`src/rtl/tmds_encoder.sv`:
```
// Three-channel DVI/HDMI TMDS encoder: 8b/10b transition-minimised data
// symbols with running disparity during active video, control tokens during
// blanking. Two register stages per channel, so symbols appear two CLK_PX
// edges after their inputs are sampled.

module tmds_channel (
  input  logic       CLK_PX,
  input  logic       RST_n,
  input  logic       de,
  input  logic       c0,
  input  logic       c1,
  input  logic [7:0] d,
  output logic [9:0] sym
);

  logic [3:0]        n1d;
  logic              use_xnor;
  logic [8:0]        qm;
  logic [3:0]        n1qm;

  logic [8:0]        qm_r;
  logic [3:0]        n1q_r;
  logic              de_r;
  logic [1:0]        c_r;
  logic              v_r;

  logic [3:0]        n0q;
  logic signed [4:0] diff;
  logic signed [4:0] cnt_r;
  logic signed [4:0] cnt_nx;
  logic [9:0]        sym_nx;

  // Stage 1 combinational: pick XOR/XNOR chain to minimise transitions.
  always_comb begin
    n1d = '0;
    for (int i = 0; i < 8; i++) n1d = n1d + {3'b000, d[i]};
    use_xnor = (n1d > 4'd4) || ((n1d == 4'd4) && !d[0]);
    qm = '0;
    qm[0] = d[0];
    for (int i = 1; i < 8; i++)
      qm[i] = use_xnor ? ~(qm[i-1] ^ d[i]) : (qm[i-1] ^ d[i]);
    qm[8] = ~use_xnor;
    n1qm = '0;
    for (int i = 0; i < 8; i++) n1qm = n1qm + {3'b000, qm[i]};
  end

  // Stage 1 register; v_r keeps stage 2 at zero until real data has arrived.
  always_ff @(posedge CLK_PX or negedge RST_n) begin
    if (!RST_n) begin
      qm_r  <= '0;
      n1q_r <= '0;
      de_r  <= 1'b0;
      c_r   <= 2'b00;
      v_r   <= 1'b0;
    end else begin
      qm_r  <= qm;
      n1q_r <= n1qm;
      de_r  <= de;
      c_r   <= {c1, c0};
      v_r   <= 1'b1;
    end
  end

  // Stage 2 combinational: token or DC-balanced data symbol and new disparity.
  always_comb begin
    n0q    = 4'd8 - n1q_r;
    diff   = $signed({1'b0, n1q_r}) - $signed({1'b0, n0q});
    sym_nx = 10'h354;
    cnt_nx = '0;
    if (!de_r) begin
      case (c_r)
        2'b00:   sym_nx = 10'h354;
        2'b01:   sym_nx = 10'h0AB;
        2'b10:   sym_nx = 10'h154;
        default: sym_nx = 10'h2AB;
      endcase
    end else if ((cnt_r == 5'sd0) || (n1q_r == n0q)) begin
      sym_nx = {~qm_r[8], qm_r[8], qm_r[8] ? qm_r[7:0] : ~qm_r[7:0]};
      cnt_nx = qm_r[8] ? (cnt_r + diff) : (cnt_r - diff);
    end else if (((cnt_r > 5'sd0) && (n1q_r > n0q)) ||
                 ((cnt_r < 5'sd0) && (n0q > n1q_r))) begin
      sym_nx = {1'b1, qm_r[8], ~qm_r[7:0]};
      cnt_nx = cnt_r - diff + (qm_r[8] ? 5'sd2 : 5'sd0);
    end else begin
      sym_nx = {1'b0, qm_r[8], qm_r[7:0]};
      cnt_nx = cnt_r + diff - (qm_r[8] ? 5'sd0 : 5'sd2);
    end
  end

  // Stage 2 register: output symbol and running disparity.
  always_ff @(posedge CLK_PX or negedge RST_n) begin
    if (!RST_n) begin
      sym   <= '0;
      cnt_r <= '0;
    end else if (v_r) begin
      sym   <= sym_nx;
      cnt_r <= cnt_nx;
    end
  end

endmodule

module tmds_encoder (
  input  logic        CLK_PX,
  input  logic        RST_n,
  input  logic        DE,
  input  logic        HSYNC,
  input  logic        VSYNC,
  input  logic [23:0] HDMI_PX,
  output logic [9:0]  TMDS_CH0,
  output logic [9:0]  TMDS_CH1,
  output logic [9:0]  TMDS_CH2
);

  // Blue carries the syncs; green and red always send the 00 control token.
  tmds_channel u_ch0 (
    .CLK_PX (CLK_PX),
    .RST_n  (RST_n),
    .de     (DE),
    .c0     (HSYNC),
    .c1     (VSYNC),
    .d      (HDMI_PX[7:0]),
    .sym    (TMDS_CH0)
  );

  tmds_channel u_ch1 (
    .CLK_PX (CLK_PX),
    .RST_n  (RST_n),
    .de     (DE),
    .c0     (1'b0),
    .c1     (1'b0),
    .d      (HDMI_PX[15:8]),
    .sym    (TMDS_CH1)
  );

  tmds_channel u_ch2 (
    .CLK_PX (CLK_PX),
    .RST_n  (RST_n),
    .de     (DE),
    .c0     (1'b0),
    .c1     (1'b0),
    .d      (HDMI_PX[23:16]),
    .sym    (TMDS_CH2)
  );

endmodule

```
`config.mk`:
```
export PLATFORM = sky130hd
export DESIGN_NAME = tmds_encoder
export DESIGN_NICKNAME = d
export VERILOG_FILES = /design/src/rtl/tmds_encoder.sv
export SDC_FILE = /design/constraint.sdc
export NUM_CORES = 1
export LEC_CHECK = 0
export CORE_MARGIN = 1
export CORE_UTILIZATION = 40
export CTS_CLUSTER_DIAMETER = 120
export DETAILED_ROUTE_END_ITERATION = 8
export PLACE_DENSITY_LB_ADDON = 0.3
export SYNTH_ARGS = -nofsm -noshare
export SYNTH_HDL_FRONTEND = slang
export SYNTH_HIERARCHICAL = 1
export SYNTH_SLANG_ARGS = --single-unit
```
`constraint.sdc`:
```
create_clock -name CLK_PX -period 5.2 [get_ports CLK_PX]
set_input_delay 0.52 -clock CLK_PX [delete_from_list [all_inputs] [get_ports CLK_PX]]
set_output_delay 0.52 -clock CLK_PX [all_outputs]
set_load 0.02 [all_outputs]
```
==> load_flow_metrics.sql, run 1 <==
INSERT INTO impl_metrics (metric_group, metric, value, unit) VALUES
('setup_path', 'worst_path_max_delay_cell', 'sky130_fd_sc_hd__fa_1', ''),
('sta', 'setup_repair_after_global_routing_missed_its_margin', 'true', ''),
('outcome', 'run_status', 'complete, but fails checks', ''),
('global_routing', 'final_global_route_overflow_total', '0', ''),
('setup_path', 'endpoint_required_time_on_the_critical_path', '5450', 'ps'),
('setup_path', 'critical_path.max_stage_delay', '570', 'ps'),
('route', 'detail_route.iter0.violations', '195', ''),
('route', 'number_of_remaining_drc_errors', '0', ''),
('route', 'avgViaCountPerCell', '4.85', ''),
('logic_synthesis', 'post_synthesis_xor_xnor_area_fraction', '0.104', ''),
('layout', 'fin_nets', '980', ''),
('sta', 'worst_slew_margin_rel', '0.405', ''),
('logic_synthesis', 'yosys_warnings', '6', ''),
('die', 'floorplan.die.width', '135', 'um'),
('route', 'first_pass_iters', '4', ''),
('logic_synthesis', 'synth_mux_area_frac', '0.0281', ''),
('route', 'ant_nets', '0', ''),
('layout', 'finish.instance_area', '8770', 'um^2'),
('placement', 'placement.io_buffers', '58', ''),
('setup_path', 'timing.critical_path.fanout_max', '3', ''),
('placement', 'final_estimated_routing_congestion_in_global_placement', '0.842', ''),
('die', 'floorplan.core_area', '17300', 'um^2'),
('die', 'rows', '48', ''),
('setup_path', 'path_cells', 'buf_8 > clkinvlp_4 > fa_1 > fa_1 > fa_1 > inv_1 > ha_2 > fa_1 > nor3_2 > o21ai_2 > a21oi_2 > xor2_1 > inv_1 > fa_1 > fa_1 > inv_2 > fa_2 > ha_4 > inv_2 > fa_2 > inv_1', ''),
('die', 'dieHeight', '135', 'um'),
('logic_synthesis', 'synth_top_family_by_area', 'adder cells', ''),
('clocking', 'clkTransAtPathRegs', '70', 'ps'),
('route', 'routed-via-count', '5222', ''),
('clocking', 'cts_max_level', '3', ''),
('sta', 'final.period_utilization', '1.10', ''),
('logic_synthesis', 'sequential_cell_area_fraction_in_the_yosys_report', '0.339', ''),
('global_routing', 'track_usage', '0.169', ''),
('logic_synthesis', 'synth_adder_area_share', '0.214', ''),
('layout', 'layoutNonFillerInstCount', '1076', ''),
('setup_path', 'end_kind', 'register', ''),
('layout', 'area_occupied_by_multi_input_gates', '4320', 'um^2'),
('job', 'maxCapViolations', '0', ''),
('logic_synthesis', 'syn_std_cell_area', '7080', 'um^2'),
('setup_path', 'cp.arrival', '5990', 'ps'),
('layout', 'utilization', '0.507', ''),
('die', 'design.die.area', '18200', 'um^2'),
('placement', 'number_of_placed_cells_counting_well_taps', '1048', ''),
('sta', 'setup_violations', '9', ''),
('logic_synthesis', 'post_synth_edffs', '0', ''),
('route', 'routedWlPerCell', '13.0', 'um'),
('global_routing', 'grt_start_max_net_pins', '71', ''),
('clocking', 'cts_root_buf', 'sky130_fd_sc_hd__clkbuf_16', ''),
('logic_synthesis', 'async_reset_ff_frac', '1.00', ''),
('die', 'start_util', '0.410', ''),
('sta', 'timing.final.crit_period', '5740', 'ps'),
('layout', 'ff_latch_area', '2400', 'um^2'),
('layout', 'area_growth_synth_to_finish', '23.8', '%'),
('logic_synthesis', 'avgSynthCellArea', '9.64', 'um^2'),
('logic_synthesis', 'synth-simple-area-share', '0.119', ''),
('logic_synthesis', 'ys_ff_latch', '96', ''),
('sta', 'clock-skew-final', '8.71', 'ps'),
('global_routing', 'antenna_found_initial', '0', ''),
('layout', 'fillers', '1597', ''),
('clocking', 'cts.sinks', '96', ''),
('sta', 'timing_max_transition_violations_final', '0', ''),
('logic_synthesis', 'ys_dominant_reg_cell', 'sky130_fd_sc_hd__dfrtp_1', ''),
('layout', 'num_antenna_cells', '0', ''),
('logic_synthesis', 'synth_cell_type_count', '68', ''),
('clocking', 'tritoncts.num_buffers', '9', ''),
('outcome', 'violated_checks', 'negative setup slack', ''),
('route', 'sum_of_routed_wire_length_over_all_layers', '14.0', 'mm'),
('placement', 'post_dp_cell_area', '8310', 'um^2'),
('sta', 'setup_ws', '-539', 'ps'),
('layout', 'post_route_cells_drive_above_1_share', '0.170', ''),
('sta', 'final_hold_vio_count', '0', ''),
('logic_synthesis', 'synth-compound-area-share', '0.120', '');
==> cells in the mapped netlist, drive strengths merged (2+ instances only) <==
| cell type | n | area [um^2] |
|---|---|---|
| o21ai | 25 | 140 |
| buf | 7 | 53.8 |
| nor4 | 4 | 25.0 |
| nand2 | 25 | 93.8 |
| nor2b | 5 | 31.3 |
| mux2i | 9 | 128 |
| nor2 | 66 | 248 |
| clkbuf | 11 | 41.3 |
| o211a | 2 | 20.0 |
| and2 | 4 | 27.5 |
| o21bai | 7 | 52.6 |
| a21boi | 3 | 22.5 |
| fa | 27 | 541 |
| or3 | 14 | 92.6 |
| or3b | 3 | 26.3 |
| a31oi | 11 | 68.8 |
| a211oi | 6 | 45.0 |
| mux2 | 6 | 71.3 |
| nand2b | 6 | 37.5 |
| a21oi | 46 | 245 |
| xor2 | 29 | 273 |
| conb | 4 | 15.0 |
| o32ai | 2 | 17.5 |
| xnor2 | 52 | 463 |
| nand3 | 18 | 90.1 |
| nor3b | 4 | 30.0 |
| inv | 115 | 432 |
| a211o | 3 | 26.3 |
| o21a | 2 | 15.0 |
| and3 | 2 | 12.5 |
| nor3 | 13 | 70.1 |
| a21o | 2 | 15.0 |
| ha | 78 | 976 |
| o22ai | 7 | 43.8 |
| or4b | 2 | 23.8 |
| dfrtp | 96 | 2400 |
| o211ai | 2 | 15.0 |
| a32oi | 4 | 35.0 |
==> cell usage in the layout, fill, tap and decap left out, drive strengths merged, types with 27 or more instances in the layout <==
master and instances:
buf 67, fa 27, a21oi 46, dfrtp 96
xnor2 52, clkdlybuf4s50 48, ha 78, nor2 66
xor2 29, inv 118
==> worst max-delay path: cells and delay by family <==
kind / cells / cell delay [ps]
xor gates and xnor gates: 1 / 220
buffers and inverters: 7 / 410
adders and majority gates: 10 / 4300
AOI/OAI and AO/OA: 2 / 290
and+or+nand+nor: 1 / 240
==> routing by layer <==
| metal | share of wire | GRT usage | up-vias |
|---|---|---|---|
| li1 | - | - | 2644 |
| met1 | 0.49 | 0.234 | 2497 |
| met2 | 0.47 | 0.273 | 74 |
| met3 | 0.030 | 0.0263 | 7 |
| met4 | 0.011 | 0.0468 | 0 |
| met5 | 0 | 0 | - |
==> registers in the layout, summed over array words and instances, names as in the netlist, 5 cells and up <==
signal       flops
u_ch0/cnt_r      5
u_ch0/qm_r       9
u_ch0/sym       10
u_ch1/cnt_r      5
u_ch1/qm_r       9
u_ch1/sym       10
u_ch2/cnt_r      5
u_ch2/qm_r       9
u_ch2/sym       10
==> worst paths after layout <==
path                                     startpoint                    endpoint  slack [ps]
max                                      HDMI_PX[0]    u_ch0/n1q_r[1]$_DFF_PN0_        -540
min                                           RST_n      u_ch0/c_r[0]$_DFF_PN0_          70
max reg2reg                u_ch0/n1q_r[0]$_DFF_PN0_  u_ch0/cnt_r[4]$_DFFE_PN0P_        1040
min reg2reg                u_ch2/sym[4]$_DFFE_PN0P_    u_ch2/sym[4]$_DFFE_PN0P_         510
max in group asynchronous                     RST_n     u_ch2/qm_r[0]$_DFF_PN0_        3920
min in group CLK_PX                      HDMI_PX[0]     u_ch0/qm_r[0]$_DFF_PN0_         380
==> logic make-up (layout without fill, tap and decap cells) <==
logic type,Yosys count,after routing
simple gates,170,170
buf+inv,133,246
compound gates,131,131
fa+ha+maj,105,105
flops,96,96
xor+xnor,81,81
mux,15,15
other cells,4,7
==> timing repair <==
action,in CTS,in global routing
gates cloned,0,0
pin swaps,38,26
resized for setup,58,10
buffers inserted,8,4
endpoints found under the setup margin,12,12
==> per-stage QoR <==
| stage | setup TNS (ps) | hold WS (ps) |
|---|---|---|
| after floorplan | -3690 | 224 |
| after global placement | -10920 | 458 |
| after detailed placement | -12210 | 461 |
| after CTS | -3090 | 74.9 |
| after global routing | -5620 | 93.5 |
| final | -2950 | 74.3 |
==> layout make-up <==
class	instances	area share
inverter	115	0.0508
timing repair buffer	115	0.116
multi-input combinational	509	0.492
clock buffer	10	0.0272
tap	225	0.0321
clock inverter	6	0.00827
sequential	96	0.274
Power of run 1 is left out: the tool's default activity adds up to more than one toggle a clock period on the data nets, which glitch-free logic cannot reach.
==> run 2, diff against run 1 <==
clock period = 4.6 ns   (was 5.2 ns; I/O delays follow)
==> load_flow_metrics.sql, run 2 (synthesis gave the netlist of run 1 again) <==
INSERT INTO impl_metrics (metric_group, metric, value, unit) VALUES
('clocking', 'number_of_hold_buffers_added_after_cts', '0', ''),
('route', 'routedWlPerCell', '12.9', 'um'),
('sta', 'timing.final.crit_period', '5550', 'ps'),
('die', 'floorplan.die.width', '135', 'um'),
('clocking', 'cts_max_level', '3', ''),
('sta', 'setup_repair_after_global_routing_missed_its_margin', 'true', ''),
('layout', 'area_growth_synth_to_finish', '24.7', '%'),
('layout', 'post_route_cells_drive_above_1_share', '0.175', ''),
('die', 'design.die.area', '18200', 'um^2'),
('setup_path', 'criticalPathCategory', 'input port to register', ''),
('die', 'dieHeight', '135', 'um'),
('sta', 'setup_ws', '-952', 'ps'),
('sta', 'worst_slew_margin_rel', '0.520', ''),
('global_routing', 'grt_start_max_net_pins', '56', ''),
('min_path', 'min_path_type', 'input port to asynchronous set/reset pin', ''),
('placement', 'final_estimated_routing_congestion_in_global_placement', '0.836', ''),
('route', 'detail_route.iter0.violations', '200', ''),
('global_routing', 'track_usage', '0.168', ''),
('sta', 'final.period_utilization', '1.21', ''),
('layout', 'utilization', '0.511', ''),
('outcome', 'violated_checks', 'negative setup slack', ''),
('global_routing', 'grt_first_pass_wirelength', '24.5', 'mm'),
('route', 'routed-via-count', '5169', ''),
('clocking', 'cts.sinks', '96', ''),
('sta', 'fmaxAchievable', '180', 'MHz'),
('sta', 'setup_violations', '12', ''),
('global_routing', 'antenna_found_initial', '0', ''),
('clocking', 'tritoncts.num_buffers', '9', ''),
('setup_path', 'end_kind', 'register', ''),
('setup_path', 'critical_path_buf_inv_count', '7', ''),
('outcome', 'run_status', 'complete, but fails checks', ''),
('setup_path', 'endpoint_required_time_on_the_critical_path', '4850', 'ps'),
('clocking', 'tritoncts_clock_tree', 'built', ''),
('layout', 'fillers', '1603', ''),
('setup_path', 'cell_family_with_the_largest_share_of_critical_path_delay', 'adder cells', ''),
('sta', 'worst_pin_slew', '720', 'ps'),
('route', 'ant_nets', '0', ''),
('sta', 'timing_max_transition_violations_final', '0', ''),
('layout', 'mostFrequentLayoutCells', '98 x sky130_fd_sc_hd__inv_1, 96 x sky130_fd_sc_hd__dfrtp_1, 69 x sky130_fd_sc_hd__ha_1, 66 x sky130_fd_sc_hd__nor2_1, 60 x sky130_fd_sc_hd__buf_4', ''),
('die', 'start_util', '0.410', ''),
('job', 'maxCapViolations', '0', ''),
('setup_path', 'path_cells', 'buf_8 > clkinvlp_4 > fa_1 > fa_1 > fa_1 > inv_2 > ha_4 > fa_1 > nor3_2 > o21ai_1 > a21oi_2 > xor2_1 > inv_1 > fa_1 > fa_1 > inv_2 > fa_2 > ha_4 > inv_2 > fa_2 > inv_1', ''),
('route', 'number_of_remaining_drc_errors', '0', ''),
('route', 'first_pass_iters', '4', ''),
('die', 'floorplan.core_area', '17300', 'um^2'),
('setup_path', 'cp.arrival', '5800', 'ps'),
('route', 'sum_of_routed_wire_length_over_all_layers', '13.9', 'mm'),
('layout', 'mostFrequentLayoutCell', 'sky130_fd_sc_hd__inv_1', ''),
('setup_path', 'worst_path_max_delay_cell', 'sky130_fd_sc_hd__fa_2', ''),
('layout', 'fin_nets', '985', ''),
('placement', 'detailedPlacementHpwl', '10.6', 'mm'),
('placement', 'placement.io_buffers', '58', ''),
('setup_path', 'timing.critical_path.fanout_max', '3', ''),
('clocking', 'clk-insertion-delay-late', '360', 'ps'),
('setup_path', 'critical_path.max_stage_delay', '560', 'ps'),
('route', 'avgViaCountPerCell', '4.78', ''),
('sta', 'final_hold_vio_count', '0', ''),
('sta', 'clock-skew-final', '11.7', 'ps'),
('die', 'rows', '48', ''),
('clocking', 'ctsLongestPathBuffers', '2', ''),
('setup_path', 'worst_setup_path_start_kind', 'input port', ''),
('layout', 'num_antenna_cells', '0', ''),
('clocking', 'cts_root_buf', 'sky130_fd_sc_hd__clkbuf_16', ''),
('setup_path', 'cp_common_cell', 'sky130_fd_sc_hd__fa_1', ''),
('layout', 'area_occupied_by_multi_input_gates', '4330', 'um^2'),
('global_routing', 'final_global_route_overflow_total', '0', ''),
('clocking', 'clkTransAtPathRegs', '70', 'ps'),
('layout', 'ff_latch_area', '2400', 'um^2'),
('layout', 'layout_top_registers', 'u_ch0/sym: 10 flops, u_ch1/sym: 10 flops, u_ch2/sym: 10 flops', ''),
('die', 'io_pins', '59', ''),
('global_routing', 'first_global_vias', '5205', '');
-- run 2: per-stage QoR --
stage / TNS, ps / setup slack [ps] / cell area [um^2] / hold slack (ps) / std cells
global placement: -17510 / -1710 / 8380 / 488 / 1058
finish: -8210 / -952 / 8840 / 157 / 1081
global route: -10720 / -1160 / 8840 / 213 / 1081
CTS: -9090 / -1030 / 8750 / 177 / 1079
floorplan: -10170 / -1110 / 7210 / 164 / 738
detailed placement: -19020 / -1850 / 8380 / 498 / 1058
-- run 2: cell type report --
type | count | share of cell area
Tap cell | 225 | 0.0319
Inverter | 115 | 0.0510
Timing Repair Buffer | 120 | 0.122
Clock buffer | 9 | 0.0255
Multi-Input combinational cell | 509 | 0.490
Clock inverter | 7 | 0.00793
Sequential cell | 96 | 0.272
-- run 2: per-layer routing --
metal,wire (um),track usage
met5,0,0
met4,158,0.0468
met2,6530,0.267
met1,6830,0.235
met3,394,0.0289
-- run 2: worst paths after layout --
check,from,slack [ps],depth (start not counted),endpoint
setup / recovery,HDMI_PX[0],-950,21,u_ch0/n1q_r[1]$_DFF_PN0_
hold / removal,RST_n,160,1,u_ch1/sym[5]$_DFFE_PN0P_
setup reg to reg,u_ch0/n1q_r[1]$_DFF_PN0_,490,16,u_ch0/cnt_r[4]$_DFFE_PN0P_
hold reg to reg,u_ch2/sym[1]$_DFFE_PN0P_,510,2,u_ch2/sym[1]$_DFFE_PN0P_
max in group asynchronous,RST_n,3440,2,u_ch2/sym[8]$_DFFE_PN0P_
min in group CLK_PX,HDMI_PX[16],310,2,u_ch2/qm_r[0]$_DFF_PN0_
-- run 2: what timing repair did --
action                     4_1_cts  5_1_grt
gates resized for setup         63       14
buffers inserted                 6        2
setup endpoints to repair       12       12
pin swaps                       41       31
Power of run 2 is left out for the same reason.
